`src/rtl/keccak_pad_pkg.sv`:
```
// keccak_pad_pkg
// Shared constants and state encoding for the Keccak stream padder.
//   SUFFIX_*  : domain-separation bytes placed right after the message
//   PAD_FINAL : the closing '1' bit of pad10*1, in the last byte of a block
//   RATE_*    : block widths in bits for the common SHA3/SHAKE modes
//   pad_state_t : padder FSM states
package keccak_pad_pkg;

    localparam logic [7:0] SUFFIX_SHA3  = 8'h06;
    localparam logic [7:0] SUFFIX_SHAKE = 8'h1F;
    localparam logic [7:0] PAD_FINAL    = 8'h80;

    localparam int RATE_SHA3_256 = 1088;
    localparam int RATE_SHA3_512 = 576;
    localparam int RATE_SHAKE128 = 1344;
    localparam int RATE_SHAKE256 = 1088;

    typedef enum logic [1:0] {
        ACCUM,
        PAD,
        FULL
    } pad_state_t;

endpackage

```
`src/rtl/keccak_pad_word.sv`:
```
// keccak_pad_word
// Combinational masking of the final message word.
// Ports:
//   data    : message word, first byte in the MSBs
//   n_bytes : number of valid leading bytes (0..IN_BYTES)
//   suffix  : domain byte written right after the last valid byte
//   padded  : valid bytes kept, suffix inserted, remaining bytes zero
module keccak_pad_word
    import keccak_pad_pkg::*;
#(
    parameter int IN_BYTES = 8
) (
    input  logic [IN_BYTES*8-1:0]          data,
    input  logic [$clog2(IN_BYTES+1)-1:0]  n_bytes,
    input  logic [7:0]                     suffix,
    output logic [IN_BYTES*8-1:0]          padded
);

    // Byte j counts from the MSB end; a full word (n_bytes==IN_BYTES)
    // never matches the suffix position, so it passes through untouched.
    always_comb begin
        padded = '0;
        for (int j = 0; j < IN_BYTES; j++) begin
            if (j < int'(n_bytes)) begin
                padded[(IN_BYTES-1-j)*8 +: 8] = data[(IN_BYTES-1-j)*8 +: 8];
            end else if (j == int'(n_bytes)) begin
                padded[(IN_BYTES-1-j)*8 +: 8] = suffix;
            end
        end
    end

endmodule

```
`src/rtl/keccak_stream_padder.sv`:
```
// keccak_stream_padder
// Streams message words into RATE_BITS-wide Keccak blocks, applies the
// domain suffix and the final 0x80 bit, and hands blocks to the permutation.
// Ports:
//   clk, reset        : clock, synchronous active-low reset
//   in/in_valid/in_ready/in_last/in_bytes : message word stream
//   suffix            : domain byte, captured with the last word
//   out/out_valid/out_ack/last_block      : padded block handshake
//   msg_bytes         : accepted message byte count (KECCAK_PAD_BYTE_COUNT_EN)
// Optional feature macro: KECCAK_PAD_BYTE_COUNT_EN
module keccak_stream_padder
    import keccak_pad_pkg::*;
#(
    parameter int RATE_BITS = 576,
    parameter int IN_BYTES  = 8
) (
    input  logic                          clk,
    input  logic                          reset,
    input  logic [IN_BYTES*8-1:0]         in,
    input  logic                          in_valid,
    input  logic                          in_last,
    input  logic [$clog2(IN_BYTES+1)-1:0] in_bytes,
    input  logic [7:0]                    suffix,
    output logic                          in_ready,
    output logic [RATE_BITS-1:0]          out,
    output logic                          out_valid,
    output logic                          last_block,
    input  logic                          out_ack
`ifdef KECCAK_PAD_BYTE_COUNT_EN
    ,
    output logic [63:0]                   msg_bytes
`endif
);

    localparam int WB = IN_BYTES * 8;
    localparam int W  = RATE_BITS / WB;
    localparam int CW = $clog2(W + 1);
    localparam int BW = $clog2(IN_BYTES + 1);

    pad_state_t     state, next_state;
    logic [CW-1:0]  count, count_nx, count_inc;
    logic           pad_pending, pend_nx;
    logic           msg_done, done_nx;
    logic [7:0]     suffix_q;
    logic           shift_en;
    logic [WB-1:0]  new_word;
    logic [WB-1:0]  last_word;

    keccak_pad_word #(
        .IN_BYTES (IN_BYTES)
    ) u_pad_word (
        .data    (in),
        .n_bytes (in_bytes),
        .suffix  (suffix),
        .padded  (last_word)
    );

    // State register.
    always_ff @(posedge clk) begin
        if (!reset) begin
            state <= ACCUM;
        end else begin
            state <= next_state;
        end
    end

    // Next state, handshake outputs and the word to shift in this cycle.
    // The final 0x80 goes into whichever word completes the block of a
    // finished message, judged on the flags as they will be after this word.
    always_comb begin
        next_state = state;
        shift_en   = 1'b0;
        new_word   = '0;
        done_nx    = msg_done;
        pend_nx    = pad_pending;
        count_inc  = count + 1'b1;
        count_nx   = count;
        in_ready   = 1'b0;
        out_valid  = 1'b0;
        last_block = 1'b0;
        case (state)
            ACCUM: begin
                in_ready = 1'b1;
                if (in_valid) begin
                    shift_en = 1'b1;
                    count_nx = count_inc;
                    if (in_last) begin
                        new_word = last_word;
                        done_nx  = 1'b1;
                        if (in_bytes == BW'(IN_BYTES)) begin
                            pend_nx = 1'b1;
                        end
                        next_state = (count_inc < CW'(W)) ? PAD : FULL;
                    end else begin
                        new_word = in;
                        if (count_inc == CW'(W)) begin
                            next_state = FULL;
                        end
                    end
                end
            end
            PAD: begin
                shift_en = 1'b1;
                count_nx = count_inc;
                new_word = pad_pending ? (WB'(suffix_q) << (WB - 8)) : '0;
                pend_nx  = 1'b0;
                if (count_inc == CW'(W)) begin
                    next_state = FULL;
                end
            end
            FULL: begin
                out_valid  = 1'b1;
                last_block = msg_done && !pad_pending;
                if (out_ack) begin
                    count_nx = '0;
                    if (msg_done && !pad_pending) begin
                        done_nx    = 1'b0;
                        next_state = ACCUM;
                    end else if (msg_done && pad_pending) begin
                        next_state = PAD;
                    end else begin
                        next_state = ACCUM;
                    end
                end
            end
            default: begin
                next_state = ACCUM;
            end
        endcase
        if (shift_en && count_nx == CW'(W) && done_nx && !pend_nx) begin
            new_word[7:0] = new_word[7:0] | PAD_FINAL;
        end
    end

    // Block buffer and message bookkeeping; words enter at the LSBs so the
    // first word of a block ends up in the MSBs.
    always_ff @(posedge clk) begin
        if (!reset) begin
            out         <= '0;
            count       <= '0;
            pad_pending <= 1'b0;
            msg_done    <= 1'b0;
            suffix_q    <= '0;
        end else begin
            if (shift_en) begin
                out <= (out << WB) | RATE_BITS'(new_word);
            end
            if (in_ready && in_valid && in_last) begin
                suffix_q <= suffix;
            end
            count       <= count_nx;
            pad_pending <= pend_nx;
            msg_done    <= done_nx;
        end
    end

`ifdef KECCAK_PAD_BYTE_COUNT_EN
    logic restart;

    // Count restarts on the first word after a last word, so the total of
    // the previous message stays visible until then.
    always_ff @(posedge clk) begin
        if (!reset) begin
            msg_bytes <= '0;
            restart   <= 1'b0;
        end else if (in_ready && in_valid) begin
            msg_bytes <= (restart ? 64'd0 : msg_bytes) +
                         (in_last ? 64'(in_bytes) : 64'(IN_BYTES));
            restart   <= in_last;
        end
    end
`else
    // Byte counter absent in this build.
`endif

endmodule

```
`config.mk`:
```
export PLATFORM = sky130hd
export DESIGN_NAME = keccak_stream_padder
export DESIGN_NICKNAME = d
export VERILOG_FILES = /design/src/rtl/keccak_pad_pkg.sv /design/src/rtl/keccak_pad_word.sv /design/src/rtl/keccak_stream_padder.sv
export SDC_FILE = /design/constraint.sdc
export NUM_CORES = 1
export LEC_CHECK = 0
export BUFFER_PORTS_ARGS = -buffer_cell sky130_fd_sc_hd__buf_2
export CAP_MARGIN = 30
export CORE_AREA = 5 5 253 255
export DETAILED_ROUTE_END_ITERATION = 8
export DIE_AREA = 0 0 258 260
export HOLD_SLACK_MARGIN = 0.15
export PLACE_DENSITY = 0.7
export SLEW_MARGIN = 20
export SYNTH_ARGS = -nofsm -noshare
export SYNTH_HDL_FRONTEND = slang
export SYNTH_HIERARCHICAL = 1
export SYNTH_SLANG_ARGS = --single-unit
export TNS_END_PERCENT = 5
```
`constraint.sdc`:
```
create_clock -name clk -period 4.1 [get_ports clk]
set_clock_uncertainty 0.2 [all_clocks]
set_input_delay 0 -clock clk [delete_from_list [all_inputs] [get_ports clk]]
set_output_delay 0 -clock clk [all_outputs]
set_load 0.005 [all_outputs]
```
=== Word level (Yosys, flattened, before mapping) ===
Cells that the tools add are included.
Widths: inputs -> output; s select.

* Bits in registers: 592
* Input port bits: 81
* Output and inout port bits: 579
* Word-level logic and storage cells: 89

* Add/sub/neg operators: 1
* $lt $le $gt $ge: 9
* Equality and inequality tests: 14
* Mux-type cells: 46
* Bitwise logic cells: 1
* Reductions and logical operators: 12

{| class="wikitable"
|+ Operator list
! kind !! count
|-
| $or 576x64->576 || 1
|-
| $mux 64 || 3
|-
| $mux 8 || 17
|-
| $pmux 64 s2 || 1
|-
| $eq 4x4->1 const A || 4
|-
| $lt 3x4->1 const A || 4
|-
| $mux 1 || 13
|-
| $eq 4x4->1 const B || 3
|-
| $pmux 4 s3 || 1
|-
| $mux 2 || 5
|-
| $eq 3x4->1 const A || 2
|-
| $lt 1x4->1 const A || 2
|-
| $lt 2x4->1 const A || 2
|-
| $mux 4 || 2
|-
| $logic_and 1x1->1 || 7
|-
| $pmux 1 s2 || 3
|-
| $pmux 2 s3 || 1
|-
| $add 4x1->4 const B || 1
|-
| $eq 2x4->1 const A || 1
|-
| $logic_not 4->1 || 1
|-
| $lt 4x4->1 const B || 1
|-
| $ne 2x2->1 const B || 2
|-
| $eq 2x1->1 const B || 1
|-
| $eq 2x2->1 const B || 1
|-
| 3 further kinds || 4
|}

=== Depth between registers and ports, before layout ===
* Depth in word-level cells: 9
* Depth in mapped cells: 9
* Mapped depth without buffers: 6

=== Cells and area by module ===
Netlist, hierarchy kept.

{| class="wikitable"
|+ Modules (own cells, without submodules)
! module !! times used !! cells each !! area an instance (um^2) !! sequential area each (um^2)
|-
| keccak_stream_padder || 1 || 2,665 || 21,175.3 || 11,851.4
|-
| keccak_pad_word || 1 || 185 || 1,353.8 || 0.0
|}

=== Worst setup path before layout ===
Ideal clock, no wire load.

* Path kind: input-to-reg
* Start: input port in_bytes[3]
* End: register out[62]
* Library setup time: 128 ps
* Arrival time: 1,523 ps
* Required time: 3,772 ps
* Slack: 2,249 ps
* Stages: 6
* Buffers on the path: 1
* Cells stage by stage: buf_6 nor4_4 mux2_2 mux2_2 a222oi_1 nor2_1

* Cells in the longest elaborated chain, start to end: 7
* Elaborated cells between the ends (all ways): 8
* Those cells by class: order compare: 1; mux: 5; bitwise: 1; reduce/logical: 1

{| class="wikitable"
|+ RTL lines
! what !! RTL line !! text
|-
| start: declaration || keccak_stream_padder.sv:22 || <nowiki>input logic [$clog2(IN_BYTES+1)-1:0] in_bytes,</nowiki>
|-
| parallel branches: the longest is 2 deep, another holds $lt 1x4->1 || n/a ||
|-
| $mux 8 (*) || keccak_pad_word.sv:24 || <nowiki>if (j < int'(n_bytes)) begin</nowiki>
|-
| named net last_word[62] || keccak_stream_padder.sv:47 || <nowiki>logic [WB-1:0] last_word;</nowiki>
|-
| $mux 64 (*) || keccak_stream_padder.sv:87 || <nowiki>if (in_last) begin</nowiki>
|-
| $mux 64 (*) || keccak_stream_padder.sv:84 || <nowiki>if (in_valid) begin</nowiki>
|-
| $pmux 64 s2 (*) || keccak_stream_padder.sv:81 || <nowiki>case (state)</nowiki>
|-
| $or 576x64->576 (*) || keccak_stream_padder.sv:146 || <nowiki>out <= (out << WB) | RATE_BITS'(new_word);</nowiki>
|-
| end signal: assignment || keccak_stream_padder.sv:146 ||
|-
| end: declaration || keccak_stream_padder.sv:25 || <nowiki>output logic [RATE_BITS-1:0] out,</nowiki>
|}

Mark *: on every way through the listed nets, which the timed path passes.
A chain may end at the register's enable or synchronous reset.

=== Worst setup path after layout ===
* Start: register state[1]
* End: register suffix_q[7]

* Cells in the longest elaborated chain, start to end: 4

{| class="wikitable"
|+ RTL lines
! what !! RTL line !! text
|-
| start: declaration || keccak_stream_padder.sv:40 || <nowiki>pad_state_t state, next_state;</nowiki>
|-
| start signal: assignment || keccak_stream_padder.sv:63 || <nowiki>state <= next_state;</nowiki>
|-
| $logic_not 2->1 || keccak_stream_padder.sv:81 ||
|-
| $mux 1 || keccak_stream_padder.sv:81 ||
|-
| $logic_and 1x1->1 (2 in a row) || keccak_stream_padder.sv:148 || <nowiki>if (in_ready && in_valid && in_last) begin</nowiki>
|-
| end signal: assignment || keccak_stream_padder.sv:149 || <nowiki>suffix_q <= suffix;</nowiki>
|-
| end: declaration || keccak_stream_padder.sv:44 || <nowiki>logic [7:0] suffix_q;</nowiki>
|}

No other way between the ends.

==> impl_summary.log <==
INFO  metric run_status = finished, final reports clean
INFO  metric drive_gt1_share = a little under a quarter
INFO  metric post_drt_via_cell_ratio = between 5 and 6
INFO  metric ys_types = 58
INFO  metric synthDominantAreaCellType = sky130_fd_sc_hd__dfxtp_1
INFO  metric drt_first_pass_iters = 6
INFO  metric timing.critical_path.required = approximately 4.5 ns
INFO  metric min-delay-path-class = input pin to flop
INFO  metric die_ht = approximately 260 um
INFO  metric post_synth_fa_ha_maj_area_fraction = less than 1%
INFO  metric first_iter_violations = roughly 2300
INFO  metric yosys-top-cells-area = sky130_fd_sc_hd__dfxtp_1, sky130_fd_sc_hd__nand2_1, sky130_fd_sc_hd__a21oi_1
INFO  metric wirelength_per_cell = ~19 um
INFO  metric number_of_buffers_created_by_cts = 60
INFO  metric cell_area_power_density = 427.5 nW/um2
INFO  metric area_of_the_mapped_netlist = 22530 um2
INFO  metric route.antenna.remaining_nets = 0
INFO  metric slew_headroom = a little under two fifths
INFO  metric wl = between 80000 and 90000 um
INFO  metric critical_path_buf_inv_count = 2
INFO  metric synth_seq_area_share = 52.60%
INFO  metric yosys.area_share.simple = a little under a quarter
INFO  metric maximum_number_of_pins_on_one_net_before_global_route_repair = about 150
INFO  metric worstPathCellList = nor3b_4 -> and2_2 -> nand2_1 -> dlygate4sd3_1 -> a21oi_1 -> dlygate4sd3_1
INFO  metric synth_top_flop_cell = sky130_fd_sc_hd__dfxtp_1
INFO  metric sequential_cell_fraction_of_total_power = roughly 47%
INFO  metric fp.coreArea = ~60000 um2
INFO  metric grt_antenna_before_repair = 1
INFO  metric share_clk_of_total_power = between 40% and 50%
INFO  metric unrepaired_setup_endpoints_after_global_routing = no
INFO  metric reg2reg_slack = 1.11 ns
INFO  metric register_area = between 10000 and 15000 um2
INFO  metric die_area = approximately 67000 um2
INFO  metric max_clock_freq = 334.2 MHz
INFO  metric fillCellCount = ~6000
INFO  metric synth_compound_area_share = between 10% and 20%
INFO  metric worst_setup_hold_path_clk_slew = approximately 0.06 ns
INFO  metric floorplan.die.width = around 260 um
INFO  metric tritoncts_clock_tree = done
INFO  metric tightest_hold_margin = between 0.1 and 0.15 ns
INFO  metric io-pin-count = 660
INFO  metric multi_input_comb_area = approximately 9600 um2
INFO  metric clk_latency = ~0.63 ns
INFO  metric postCtsSetupBuffers = 0
INFO  metric detailed_route_via_count = 22216
INFO  metric fin_crit_share = approximately 73%
INFO  metric final_period_minus_worst_setup_slack = between 2 and 3 ns
INFO  metric global_route_congestion_overflow_total = 0
INFO  metric endpoint_kind = flop
INFO  metric grt_pass1_vias = between 15000 and 20000
INFO  metric timing.critical_path.fanout_max = 13
INFO  metric cpMostUsedCell = sky130_fd_sc_hd__dlygate4sd3_1
INFO  metric place_congestion = 0.8794
INFO  metric clock_tree.htree_level_count = 2
INFO  metric syn_inst = approximately 2900
INFO  metric preCtsSetupSlack = ~1.5 ns
INFO  metric port_buffers = around 660
INFO  metric cp.arrival = about 3.4 ns
INFO  metric criticalPathCategory = flop to flop
INFO  metric synth_mux_area_share = about 3.6%
INFO  metric power.ir.vdd_worst = about 0.39 mV
INFO  metric power.share.switching = 26.08%
INFO  metric static-leakage-power = between 0.01 and 0.015 uW
INFO  metric cpLargestDelayFamily = buffers and inverters
INFO  metric cts_hold_buffers = between 150 and 200
INFO  metric cts.sinks = 592
INFO  metric setup_tns = 0 ns
INFO  metric cpMaxStageDelayCell = sky130_fd_sc_hd__dlygate4sd3_1
INFO  metric post_synthesis_register_bit_count = roughly 590
INFO  metric power.share.combinational = 10.1%
INFO  metric antenna_cells = 0
INFO  metric post-route-drc-count = 0
INFO  metric setup_ws_post_layout = roughly 1.1 ns
INFO  metric synth-edff-count = 0
INFO  metric cts_buffer_depth = 3
INFO  metric area_growth_syn_to_layout = 31.94%
INFO  metric worst_pin_slew = around 0.94 ns
INFO  metric max_cap_viol_count = 0
INFO  metric netlist.area_leader.share = 52.60%
INFO  metric setup_viol = 0
INFO  metric yosys_warnings = 6
INFO  metric final_nets = 3612
INFO  metric total_nets_after_synthesis = just under 3000
INFO  metric setup.worst_path.start_class = flop
INFO  metric main_combinational_cell_family_by_area_after_synthesis = simple AND/OR/NAND/NOR gates
INFO  metric grt_pass1_wl = ~120000 um
INFO  metric dp.final_hpwl = approximately 56000 um
INFO  metric post_cts_resized = 0
INFO  metric crit_path_max_incr_delay = ~0.58 ns
INFO  metric asyncSetResetFlopFracSynth = 0%
INFO  metric slew_violations = 0
INFO  metric post_route_core_utilization = 48.44%
INFO  metric power_switching = roughly 3300 uW
INFO  metric grt_use_total = ~22%
INFO  metric root_buffer = sky130_fd_sc_hd__clkbuf_16
INFO  metric count_of_final_hold_check_violations = 0
INFO  metric cellInternalPower = 9392 uW
INFO  metric floorplan.initialDensity = roughly 37%
INFO  metric synthesis.area_per_instance = a little under 8 um2
INFO  metric placement_rows = 91
INFO  metric yosys.area_share.xor_xnor = 0%
## cell usage in the layout (no fill, tap or decap), types with 5 or more instances in the layout
cell type and n:
sky130_fd_sc_hd__a21oi_1 579, sky130_fd_sc_hd__a221o_1 8, sky130_fd_sc_hd__a222oi_1 8, sky130_fd_sc_hd__a22o_1 16, sky130_fd_sc_hd__and3_1 8, sky130_fd_sc_hd__and4bb_2 6, sky130_fd_sc_hd__buf_12 12, sky130_fd_sc_hd__buf_2 658
sky130_fd_sc_hd__buf_4 25, sky130_fd_sc_hd__clkbuf_1 14, sky130_fd_sc_hd__clkbuf_16 61, sky130_fd_sc_hd__clkbuf_8 16, sky130_fd_sc_hd__clkinv_2 10, sky130_fd_sc_hd__dfxtp_1 592, sky130_fd_sc_hd__dlygate4sd3_1 151, sky130_fd_sc_hd__inv_1 11
sky130_fd_sc_hd__mux2_2 16, sky130_fd_sc_hd__mux2i_1 64, sky130_fd_sc_hd__nand2_1 1076, sky130_fd_sc_hd__nand4_1 9, sky130_fd_sc_hd__nor2_1 125, sky130_fd_sc_hd__o211ai_1 25, sky130_fd_sc_hd__o21ai_0 5, sky130_fd_sc_hd__o31ai_1 8
sky130_fd_sc_hd__or3b_2 8, sky130_fd_sc_hd__or4b_1 8
## power by group through the flow
stage | Clock [uW] | Sequential (uW) | Combinational [uW]
after floorplan | 0 | 6050 | 754
after global placement | 0 | 6080 | 1120
after detailed placement | 0 | 6080 | 1130
after CTS | 5580 | 5960 | 1260
after global routing | 5830 | 5970 | 1380
final | 5470 | 5960 | 1280
## registers in the layout, summed over array words and instances (netlist names)
signal       count
out            576
msg_done         1
count            4
state            2
pad_pending      1
suffix_q         8
## area by class of cell
| type | instances | area share [%] |
|---|---|---|
| sequential | 592 | 39.87 |
| tap | 790 | 3.325 |
| clock inverter | 21 | 0.6777 |
| inverter | 12 | 0.1768 |
| clock buffer | 91 | 6.053 |
| multi-input combinational | 2017 | 32.29 |
| timing repair buffer | 846 | 17.60 |
## synth_stat cells, drive strengths merged (8+ instances only)
master	instances
clkbuf	99
mux2	16
dfxtp	592
inv	11
a221o	8
a21oi	579
a222oi	8
o31ai	8
and3	8
mux2i	64
or3b	8
buf	130
or4b	8
nor2	126
a22o	16
nand2	1078
o211ai	25
nand4	9
## worst reg2reg max path, cell delays in order (launching register included)
cell                            delay [ns]
sky130_fd_sc_hd__dfxtp_1              0.47
sky130_fd_sc_hd__nor3b_4              0.57
sky130_fd_sc_hd__and2_2               0.35
sky130_fd_sc_hd__nand2_1              0.07
sky130_fd_sc_hd__dlygate4sd3_1        0.55
sky130_fd_sc_hd__a21oi_1              0.15
sky130_fd_sc_hd__dlygate4sd3_1        0.58
## per-stage QoR
| stage | cells | total power, uW | area, um2 |
|---|---|---|---|
| after CTS | 4369 | 12790 | 29720 |
| final | 4369 | 12710 | 29720 |
| after global placement | 4106 | 7205 | 26210 |
| after floorplan | 2850 | 6808 | 22530 |
| after detailed placement | 4106 | 7212 | 26210 |
| after global routing | 4369 | 13180 | 29720 |
## logic make-up (layout without fill, tap and decap cells)
logic type      after synthesis  count (layout)
compound gates              664             664
mux                          80              80
fa+ha+maj                     2               2
simple gates               1271            1271
flops                       592             592
buf+inv                     241             970
## routing by layer
metal	track usage (%)	up-vias	part of all wire, %
li1	-	10776	-
met1	29.43	10325	42
met2	35.69	899	47
met3	3.738	216	6.6
met4	10.72	0	5.2
met5	0	-	0
## worst paths after layout
check / cells past startpoint / start / endpoint
worst max register to register: 6 / state[1] / suffix_q[7]
worst min register to register: 2 / out[516] / out[516]
worst min-delay path: 6 / in[17] / out[17]
worst max-delay path: 6 / state[1] / suffix_q[7]
No activity file was read; power rests on OpenSTA's default activity.
